## src/rtl/tensor_core_pkg.sv

```systemverilog
// Shared types, widths and the saturating narrow used by the tensor-core matmul sequencer.
// A register-file image is two 4x4 matrices of signed elements, packed [slot][row][col].
package tensor_core_pkg;

    localparam int DATA_WIDTH = 4;
    localparam int ACC_WIDTH  = 2 * DATA_WIDTH + 2;

    typedef logic signed [DATA_WIDTH-1:0]   elem_t;
    typedef logic signed [2*DATA_WIDTH-1:0] prod_t;
    typedef logic signed [ACC_WIDTH-1:0]    acc_t;
    typedef elem_t [3:0][3:0]               matrix_t;
    typedef matrix_t [1:0]                  image_t;

    typedef enum logic [1:0] {
        IDLE    = 2'd0,
        COMPUTE = 2'd1,
        WRITE   = 2'd2
    } mm_state_t;

    typedef struct packed {
        elem_t value;
        logic  clamped;
    } sat_t;

    localparam acc_t SAT_MAX = acc_t'((1 << (DATA_WIDTH - 1)) - 1);
    localparam acc_t SAT_MIN = acc_t'(-(1 << (DATA_WIDTH - 1)));

    function automatic sat_t saturate(input acc_t acc);
        sat_t s;
        s.clamped = 1'b0;
        s.value   = elem_t'(acc);
        if (acc > SAT_MAX) begin
            s.value   = elem_t'(SAT_MAX);
            s.clamped = 1'b1;
        end else if (acc < SAT_MIN) begin
            s.value   = elem_t'(SAT_MIN);
            s.clamped = 1'b1;
        end
        return s;
    endfunction

endpackage

```

## src/rtl/tensor_core_dot4.sv

```systemverilog
// Combinational 4-term signed dot product, exact accumulation, then saturated to one element.
module tensor_core_dot4
    import tensor_core_pkg::*;
(
    input  elem_t [3:0] row_a,
    input  elem_t [3:0] col_b,
    output elem_t       result,
    output logic        clamped
);

    acc_t  acc;
    prod_t prod;
    sat_t  sat;

    always_comb begin
        acc  = '0;
        prod = '0;
        for (int k = 0; k < 4; k++) begin
            prod = prod_t'($signed(row_a[k])) * prod_t'($signed(col_b[k]));
            acc  = acc + acc_t'(prod);
        end
        sat = saturate(acc);
    end

    assign result  = sat.value;
    assign clamped = sat.clamped;

endmodule

```

## src/rtl/tensor_core_matmul_sequencer.sv

```systemverilog
// 4x4 signed matmul beside the tensor-core register file: snapshot A/B, one C row per cycle,
// then write the whole image back in a single pulse with C in RESULT_SLOT.
module tensor_core_matmul_sequencer
    import tensor_core_pkg::*;
#(
    parameter int DATA_WIDTH  = tensor_core_pkg::DATA_WIDTH,
    parameter int RESULT_SLOT = 0
) (
    input  logic                      clock_in,
    input  logic                      reset_in,
    input  logic                      start_in,
    input  logic [32*DATA_WIDTH-1:0]  bulk_read_data_in,
    output logic                      busy_out,
    output logic                      done_out,
    output logic                      bulk_write_enable_out,
    output logic [32*DATA_WIDTH-1:0]  bulk_write_data_out,
    output logic                      overflow_out
);

    mm_state_t   state, state_next;
    logic        accept;
    logic [1:0]  row;
    image_t      read_img;
    matrix_t     a_op, b_op, c_res;
    image_t      write_img, write_img_q;
    elem_t [3:0][3:0] b_cols;
    elem_t [3:0] dot_res;
    logic  [3:0] dot_clamp;

    assign read_img = bulk_read_data_in;

    always_ff @(posedge clock_in or negedge reset_in) begin
        if (!reset_in) state <= IDLE;
        else           state <= state_next;
    end

    // A start is honoured in IDLE and on the WRITE edge, which lets jobs run back to back.
    always_comb begin
        state_next = state;
        accept     = 1'b0;
        case (state)
            IDLE: begin
                if (start_in) begin
                    accept     = 1'b1;
                    state_next = COMPUTE;
                end
            end
            COMPUTE: begin
                if (row == 2'd3) state_next = WRITE;
            end
            WRITE: begin
                if (start_in) begin
                    accept     = 1'b1;
                    state_next = COMPUTE;
                end else begin
                    state_next = IDLE;
                end
            end
            default: state_next = IDLE;
        endcase
    end

    assign busy_out = (state != IDLE);

    always_comb begin
        b_cols = '0;
        for (int j = 0; j < 4; j++)
            for (int k = 0; k < 4; k++)
                b_cols[j][k] = b_op[k][j];
    end

    for (genvar j = 0; j < 4; j++) begin : g_col
        tensor_core_dot4 u_dot (
            .row_a   (a_op[row]),
            .col_b   (b_cols[j]),
            .result  (dot_res[j]),
            .clamped (dot_clamp[j])
        );
    end

    always_comb begin
        write_img    = '0;
        write_img[0] = a_op;
        write_img[1] = b_op;
        if (RESULT_SLOT == 0) write_img[0] = c_res;
        else                  write_img[1] = c_res;
    end

    // Operand snapshot and row results carry no reset; only the write pulse exposes them.
    always_ff @(posedge clock_in) begin
        if (accept) begin
            a_op <= read_img[0];
            b_op <= read_img[1];
        end
        if (state == COMPUTE) c_res[row] <= dot_res;
    end

    always_ff @(posedge clock_in or negedge reset_in) begin
        if (!reset_in) begin
            row                   <= 2'd0;
            overflow_out          <= 1'b0;
            done_out              <= 1'b0;
            bulk_write_enable_out <= 1'b0;
            write_img_q           <= '0;
        end else begin
            done_out              <= 1'b0;
            bulk_write_enable_out <= 1'b0;
            if (state == COMPUTE) begin
                row <= row + 2'd1;
                if (|dot_clamp) overflow_out <= 1'b1;
            end
            if (state == WRITE) begin
                done_out              <= 1'b1;
                bulk_write_enable_out <= 1'b1;
                write_img_q           <= write_img;
            end
            if (accept) begin
                row          <= 2'd0;
                overflow_out <= 1'b0;
            end
        end
    end

    assign bulk_write_data_out = write_img_q;

endmodule

```

## config.mk

```make
export PLATFORM = sky130hd
export DESIGN_NAME = tensor_core_matmul_sequencer
export DESIGN_NICKNAME = d
export VERILOG_FILES = /design/src/rtl/tensor_core_pkg.sv /design/src/rtl/tensor_core_dot4.sv /design/src/rtl/tensor_core_matmul_sequencer.sv
export SDC_FILE = /design/constraint.sdc
export NUM_CORES = 1
export LEC_CHECK = 0
export BUFFER_PORTS_ARGS = -buffer_cell sky130_fd_sc_hd__clkbuf_2
export CORE_MARGIN = 2
export CORE_UTILIZATION = 60
export CTS_CLUSTER_SIZE = 24
export DETAILED_ROUTE_END_ITERATION = 8
export PLACE_DENSITY = 0.81
export SYNTH_ARGS = -nofsm -noshare
export SYNTH_HDL_FRONTEND = slang
export SYNTH_SLANG_ARGS = --single-unit
```

## constraint.sdc

```tcl
create_clock -name clock_in -period 8.7 [get_ports clock_in]
set_clock_uncertainty 0.15 [all_clocks]
set_input_delay 0 -clock clock_in [delete_from_list [all_inputs] [get_ports clock_in]]
set_output_delay 0 -clock clock_in [all_outputs]
set_load 0.01 [all_outputs]
```

# ---- Word level (Yosys, flattened, before mapping)
# Index checks and enable logic that the tools add are counted.
dict set report word_totals {
  reg_bits 326
  input_bits 131
  out_inout_bits 132
  elab_cells 162
}
dict set report classes {
  eq_ne 5
  multipliers 16
  magnitude_cmp 10
  add_sub_neg 13
  mux 25
  reduce_logical 9
}
# operator n
set ops {}
lappend ops {{multiplier 4 x 4 -> 8 bit} 16}
lappend ops {{bitwise mux 64 bit} 1}
lappend ops {{adder 10 x 8 -> 10 bit} 4}
lappend ops {{adder 9 x 8 -> 10 bit} 4}
lappend ops {{greater-than comparator 10 x 4 -> 1 bit, second input constant} 4}
lappend ops {{< comparator 10 x 4 -> 1 bit, second input constant} 4}
lappend ops {{2-to-1 mux 5 bit} 8}
lappend ops {{adder 8 x 8 -> 9 bit} 4}
lappend ops {{binary-select mux 16 bit (select 2 bit)} 1}
lappend ops {{demux 16 bit (select 2 bit)} 1}
lappend ops {{2-to-1 mux 16 bit} 2}
lappend ops {{2-to-1 mux 2 bit} 4}
lappend ops {{2-to-1 mux 1 bit} 7}
lappend ops {{one-hot mux 2 bit (3 select lines)} 1}
lappend ops {{nonzero test 2 bit} 3}
lappend ops {{equality test 2 bit, second input constant} 2}
lappend ops {{!= test 2 bit, second input constant} 2}
lappend ops {{AND reduction 2 bit} 2}
lappend ops {{OR reduction 4 bit} 1}
lappend ops {{< comparator 2 x 3 -> 1 bit, second input constant} 1}
lappend ops {{adder 2 x 1 -> 2 bit, second input constant} 1}
lappend ops {{equality test 2 x 1 -> 1 bit, second input constant} 1}
lappend ops {{greater-or-equal comparator 2 x 1 -> 1 bit, second input constant} 1}
lappend ops {{logical NOT 2 bit} 1}
lappend ops {{other kinds (2)} 2}

# ---- Depth between registers and ports, before layout
dict set report logic_depth {
  ltp_word 13
  ltp_mapped 25
  ltp_nobuf 23
}

# ---- Hierarchy
# Synthesis repeated with hierarchy kept, for this count alone.
dict set report hier_totals {
  cells_unflattened 2235
  area_unflattened_um2 24865.1
}
# module area_each_um2 n_inst seq_area_each_um2 cells_per_inst
set modules_own_cells {}
lappend modules_own_cells {tensor_core_matmul_sequencer 11330.9 1 9118.7 786}
lappend modules_own_cells {{tensor_core_dot4 at g_col[1].u_dot} 3420.8 1 0.0 371}
lappend modules_own_cells {{tensor_core_dot4 at g_col[3].u_dot} 3394.5 1 0.0 364}
lappend modules_own_cells {{tensor_core_dot4 at g_col[0].u_dot} 3363.2 1 0.0 359}
lappend modules_own_cells {{tensor_core_dot4 at g_col[2].u_dot} 3355.7 1 0.0 355}

# ---- Worst setup path before layout
# Ideal clock, no wire load.
dict set report synth_path {
  path_kind {flip-flop to flip-flop}
  start {register row[0]}
  end {register overflow_out}
  t_arrival_ns 7.218
  setup_ns 0.121
  path_stages_with_launch 25
  n_path_buf 3
  required_ns 8.429
  period_less_slack_ns 7.489
  path_slack_ns 1.211
  cell_sequence {dfrtp_1 -> buf_2 -> buf_2 -> mux4_2 -> clkbuf_1 -> and2_1 -> fa_1 -> inv_1 -> fa_1 -> fa_1 -> inv_1 -> fa_1 -> fa_1 -> inv_1 -> fa_1 -> inv_1 -> ha_1 -> and3_1 -> a2111oi_2 -> a21oi_1 -> xnor2_1 -> o41ai_1 -> and2_1 -> o2111ai_1 -> a22o_1}
}
dict set report synth_via {
  elab_chain_len 12
  elab_cells_between_ends 49
  classes_between {add/sub (12); mul (16); order compare (8); mux (10); reduce/logical (3)}
}
# element line
set synth_rtl {}
lappend synth_rtl {{start: declaration} tensor_core_matmul_sequencer.sv:22} ;# logic [1:0] row;
lappend synth_rtl {{start signal: assignment} tensor_core_matmul_sequencer.sv:109} ;# row <= row + 2'd1;
lappend synth_rtl {{binary-select mux 16 bit (select 2 bit) *} tensor_core_matmul_sequencer.sv:74} ;# .row_a (a_op[row]),
lappend synth_rtl {{2-to-1 mux 16 bit (not written as such) *} tensor_core_matmul_sequencer.sv:74}
lappend synth_rtl {{multiplier 4 x 4 -> 8 bit} tensor_core_dot4.sv:19} ;# prod = prod_t'($signed(row_a[k])) * prod_t'($signed(col_b[k]));
lappend synth_rtl {{adder 8 x 8 -> 9 bit} tensor_core_dot4.sv:20} ;# acc = acc + acc_t'(prod);
lappend synth_rtl {{adder 9 x 8 -> 10 bit} tensor_core_dot4.sv:20}
lappend synth_rtl {{adder 10 x 8 -> 10 bit} tensor_core_dot4.sv:20}
lappend synth_rtl {{< comparator 10 x 4 -> 1 bit} tensor_core_pkg.sv:35} ;# end else if (acc < SAT_MIN) begin
lappend synth_rtl {{2-to-1 mux 5 bit} tensor_core_pkg.sv:35}
lappend synth_rtl {{2-to-1 mux 5 bit} tensor_core_pkg.sv:32} ;# if (acc > SAT_MAX) begin
lappend synth_rtl {{OR reduction 4 bit *} tensor_core_matmul_sequencer.sv:110} ;# if (|dot_clamp) overflow_out <= 1'b1;
lappend synth_rtl {{nonzero test 2 bit (no source line) *} n/a}
lappend synth_rtl {{AND reduction 2 bit (no source line) *} n/a}
lappend synth_rtl {{end signal: assignment} tensor_core_matmul_sequencer.sv:101} ;# overflow_out <= 1'b0;
lappend synth_rtl {{end signal: assignment} tensor_core_matmul_sequencer.sv:110}
lappend synth_rtl {{end signal: assignment} tensor_core_matmul_sequencer.sv:119} ;# overflow_out <= 1'b0;
lappend synth_rtl {{end: declaration} tensor_core_matmul_sequencer.sv:17} ;# output logic overflow_out
# Every way passes the cells marked *; elsewhere a longest branch is shown, timed or not. The select of a mux whose other input is x is not followed.
# A chain may end at the register's enable or synchronous reset.

# ---- Worst setup path after layout
dict set report layout_path {
  start {register row[1]}
  end {register overflow_out}
}
# Same word-level chain as after synthesis.

==> metrics.md <==
| Metric | Value |
|---|---|
| Initial antenna violation count | 1 |
| CTS buffer count | 35 |
| TritonRoute pass-1 iters | 5 |
| RD Place Congestion | 0.935 |
| Proportion of layout cells with a drive suffix above 1 | 20.1% |
| CP arrival | 8.17 ns |
| Mapped Area | 24200 sq um |
| Fill cells | 2614 |
| Critical Path Start Type | register |
| Final period util | 90.7% |
| Crit end category | register |
| CTS H-tree depth | 2 |
| Area grow syn2layout | 18.9% |
| Total grt overflow | 0 |
| Design Area, Final | 28800 sq um |
| Clock latency on the worst-skew pair | 0.56 ns |
| Worst slew margin | 21.0% |
| Reg clk slew, reported paths | 0.08 ns |
| Max Slew Vio Count | 0 |
| Hold Crit Class | primary input to register |
| Post-DP Area | 26100 sq um |
| Post-CTS Resized | 0 |
| Syn_nets | 2536 |
| # rows | 73 |
| CTS sink cnt | 326 |
| Initial Utilization | 60.8% |
| Antenna viol nets, final | 0 |
| Violation count after the first detailed-routing iteration | 1022 |
| Drt drc | 0 |
| Maxcap violations | 0 |
| Most common cell after layout, fill and taps aside | inv_1 |
| Largest net degree at the start of global routing | 96 |
| Root buf cell | clkbuf_16 |
| Commonest cells after routing, fill and taps aside | inv_1, fa_1, clkbuf_2, edfxtp_1, dlygate4sd3_1 |
| Status | finished clean |
| First-pass GRT wire length | 97.0 mm |
| Synth Warn # | 0 |
| Post-synth ARST share | 41.1% |
| RSZ-0062 raised after global routing | false |
| Die H | 205 um |
| Reg2Reg Depth | 21 |
| Yosys reg bits | 326 |
| Final hold violations | 0 |
| Mean Syn Cell Area | 12.5 sq um |
| Seq/Total Area, Yosys | 37.6% |
| Vias per inst | 5.47 |
| Detailed-route wire length | 61.8 mm |
| Post-CTS Hold Buffers | 149 |
| Setup violators final | 0 |
| RR Endpoint | overflow_out |
| Setup repair bufs after CTS | 0 |
| Clk buf depth | 3 |
| Critical path peak fanout | 20 |
| DP HPWL | 44.6 mm |
| Vias | 15900 |
| Post-synth EDFFs | 192 |
| Slew @ Worst Pin | 1.18 ns |
| Hold EP | a_op[60] |
| FF-to-FF Start | row[1] |
| Cells after Synth | 1941 |
| Vias in the first global route | 17800 |
| Main flop type after synthesis | edfxtp_1 |
| WHS Path Cells | 2 |
| CTS tree | built |
| Wirelength per Cell | 21.3 um |
| Data required, critical path | 8.98 ns |
| Core Footprint | 39800 sq um |
| Worst hold start | bulk_read_data_in[60] |
| IO Pins | 263 |
| Die width | 205 um |
| Final setup TNS | 0 ns |
| IO buf count | 262 |
| Nets | 2949 |
| Die area | 42000 sq um |
| Netlist cell types | 55 |
| Fmax | 127 MHz |
| Final min period | 7.89 ns |
| Reg2Reg Setup Slack | 0.81 ns |
| Crit Path Category | register to register |
| GR Util All Layers | 30.9% |
how the worst max path moves through the flow:
stage | endpoint | cells past startpoint | startpoint | slack [ns]
5_1_grt | overflow_out | 21 | row[1] | 0.39
6_report | overflow_out | 21 | row[1] | 0.81
3_3_place_gp | overflow_out | 21 | row[1] | 1.09
4_1_cts | overflow_out | 23 | row[1] | 0.84
3_5_place_dp | overflow_out | 23 | row[1] | 0.87
2_1_floorplan | overflow_out | 24 | row[0] | 1.21
cell type report:
type / count / area [sq um] / share of cell area [%]
diodes: 1 / 2.50 / 0.00869
clock buffers: 42 / 955 / 3.31
clock inverters: 21 / 245 / 0.851
inverters: 422 / 1590 / 5.52
multi-input cells: 1152 / 13400 / 46.4
flip-flops and latches: 326 / 9120 / 31.7
well taps: 525 / 657 / 2.28
repair buffers: 417 / 2870 / 9.97
worst max-delay path, cell delays in order (launching register included):
cell       delay [ns]
dfrtp_1          0.91
mux4_2           0.68
and2_1           0.31
inv_1            0.08
fa_1             0.49
inv_1            0.06
fa_1             0.51
fa_1             0.56
fa_1             0.45
fa_1             0.49
inv_1            0.05
fa_1             0.47
inv_1            0.04
ha_1             0.33
and3_1           0.19
a2111oi_2        0.43
a21oi_1          0.15
xnor2_1          0.17
o41ai_1          0.63
and2_1           0.28
o2111ai_1        0.13
a22o_1           0.19
kinds of logic after synthesis:
| group | count (synthesis) | share of synthesized area [%] |
|---|---|---|
| flops | 326 | 37.6 |
| simple gates | 351 | 7.52 |
| mux | 146 | 7.53 |
| xor+xnor | 82 | 3.08 |
| compound gates | 108 | 2.99 |
| fa+ha+maj | 465 | 34.0 |
| buf+inv | 463 | 7.20 |
per-stage QoR:
step / setup slack, ns / instances / util [%] / hold slack, ns
5_1_grt: 0.386 / 2905 / 72.3 / 0.00692
4_1_cts: 0.837 / 2905 / 72.3 / 0.0000352
6_report: 0.805 / 2906 / 72.3 / 0.0150
3_3_place_gp: 1.09 / 2693 / 65.5 / -0.137
2_1_floorplan: 1.21 / 1941 / - / -0.446
3_5_place_dp: 0.870 / 2693 / 65.5 / -0.126
per-layer routing:
| layer | up-vias | track usage [%] | part of all wire (%) |
|---|---|---|---|
| met3 | 167 | 6.67 | 8.6 |
| met4 | 0 | 13.6 | 4.3 |
| met1 | 8021 | 39.2 | 38 |
| met2 | 770 | 51.6 | 49 |
| li1 | 6947 | - | - |
| met5 | - | 0 | 0 |
cell usage after synthesis (all sizes together), types with 3 or more instances:
| library cell | number | area (sq um) |
|---|---|---|
| o21a | 6 | 45.0 |
| a21o | 8 | 60.1 |
| nand3 | 4 | 20.0 |
| nand2 | 76 | 285 |
| fa | 324 | 6490 |
| xnor2 | 62 | 543 |
| inv | 422 | 1580 |
| a22o | 3 | 26.3 |
| clkbuf | 35 | 131 |
| o2111ai | 3 | 26.3 |
| o21bai | 16 | 120 |
| nand2b | 19 | 119 |
| a41oi | 4 | 35.0 |
| o21ai | 25 | 125 |
| xor2 | 18 | 158 |
| buf | 6 | 28.8 |
| mux2 | 129 | 1450 |
| nor2 | 82 | 308 |
| mux4 | 16 | 360 |
| dfrtp | 134 | 3350 |
| edfxtp | 192 | 5770 |
| and2 | 144 | 901 |
| nor2b | 4 | 25.0 |
| a21oi | 22 | 110 |
| a211oi | 8 | 60.1 |
| nor4 | 6 | 43.8 |
| ha | 140 | 1750 |
sequential cells by signal (all words and copies together), names as in the netlist:
register,flops
bulk_write_data_out,128
a_op,64
b_cols,64
c_res,64
row,2
state,2
bulk_write_enable_out,1
overflow_out,1
Power is not shown: default switching activity piles up to over one toggle a cycle in this logic, so the estimate is an artifact.
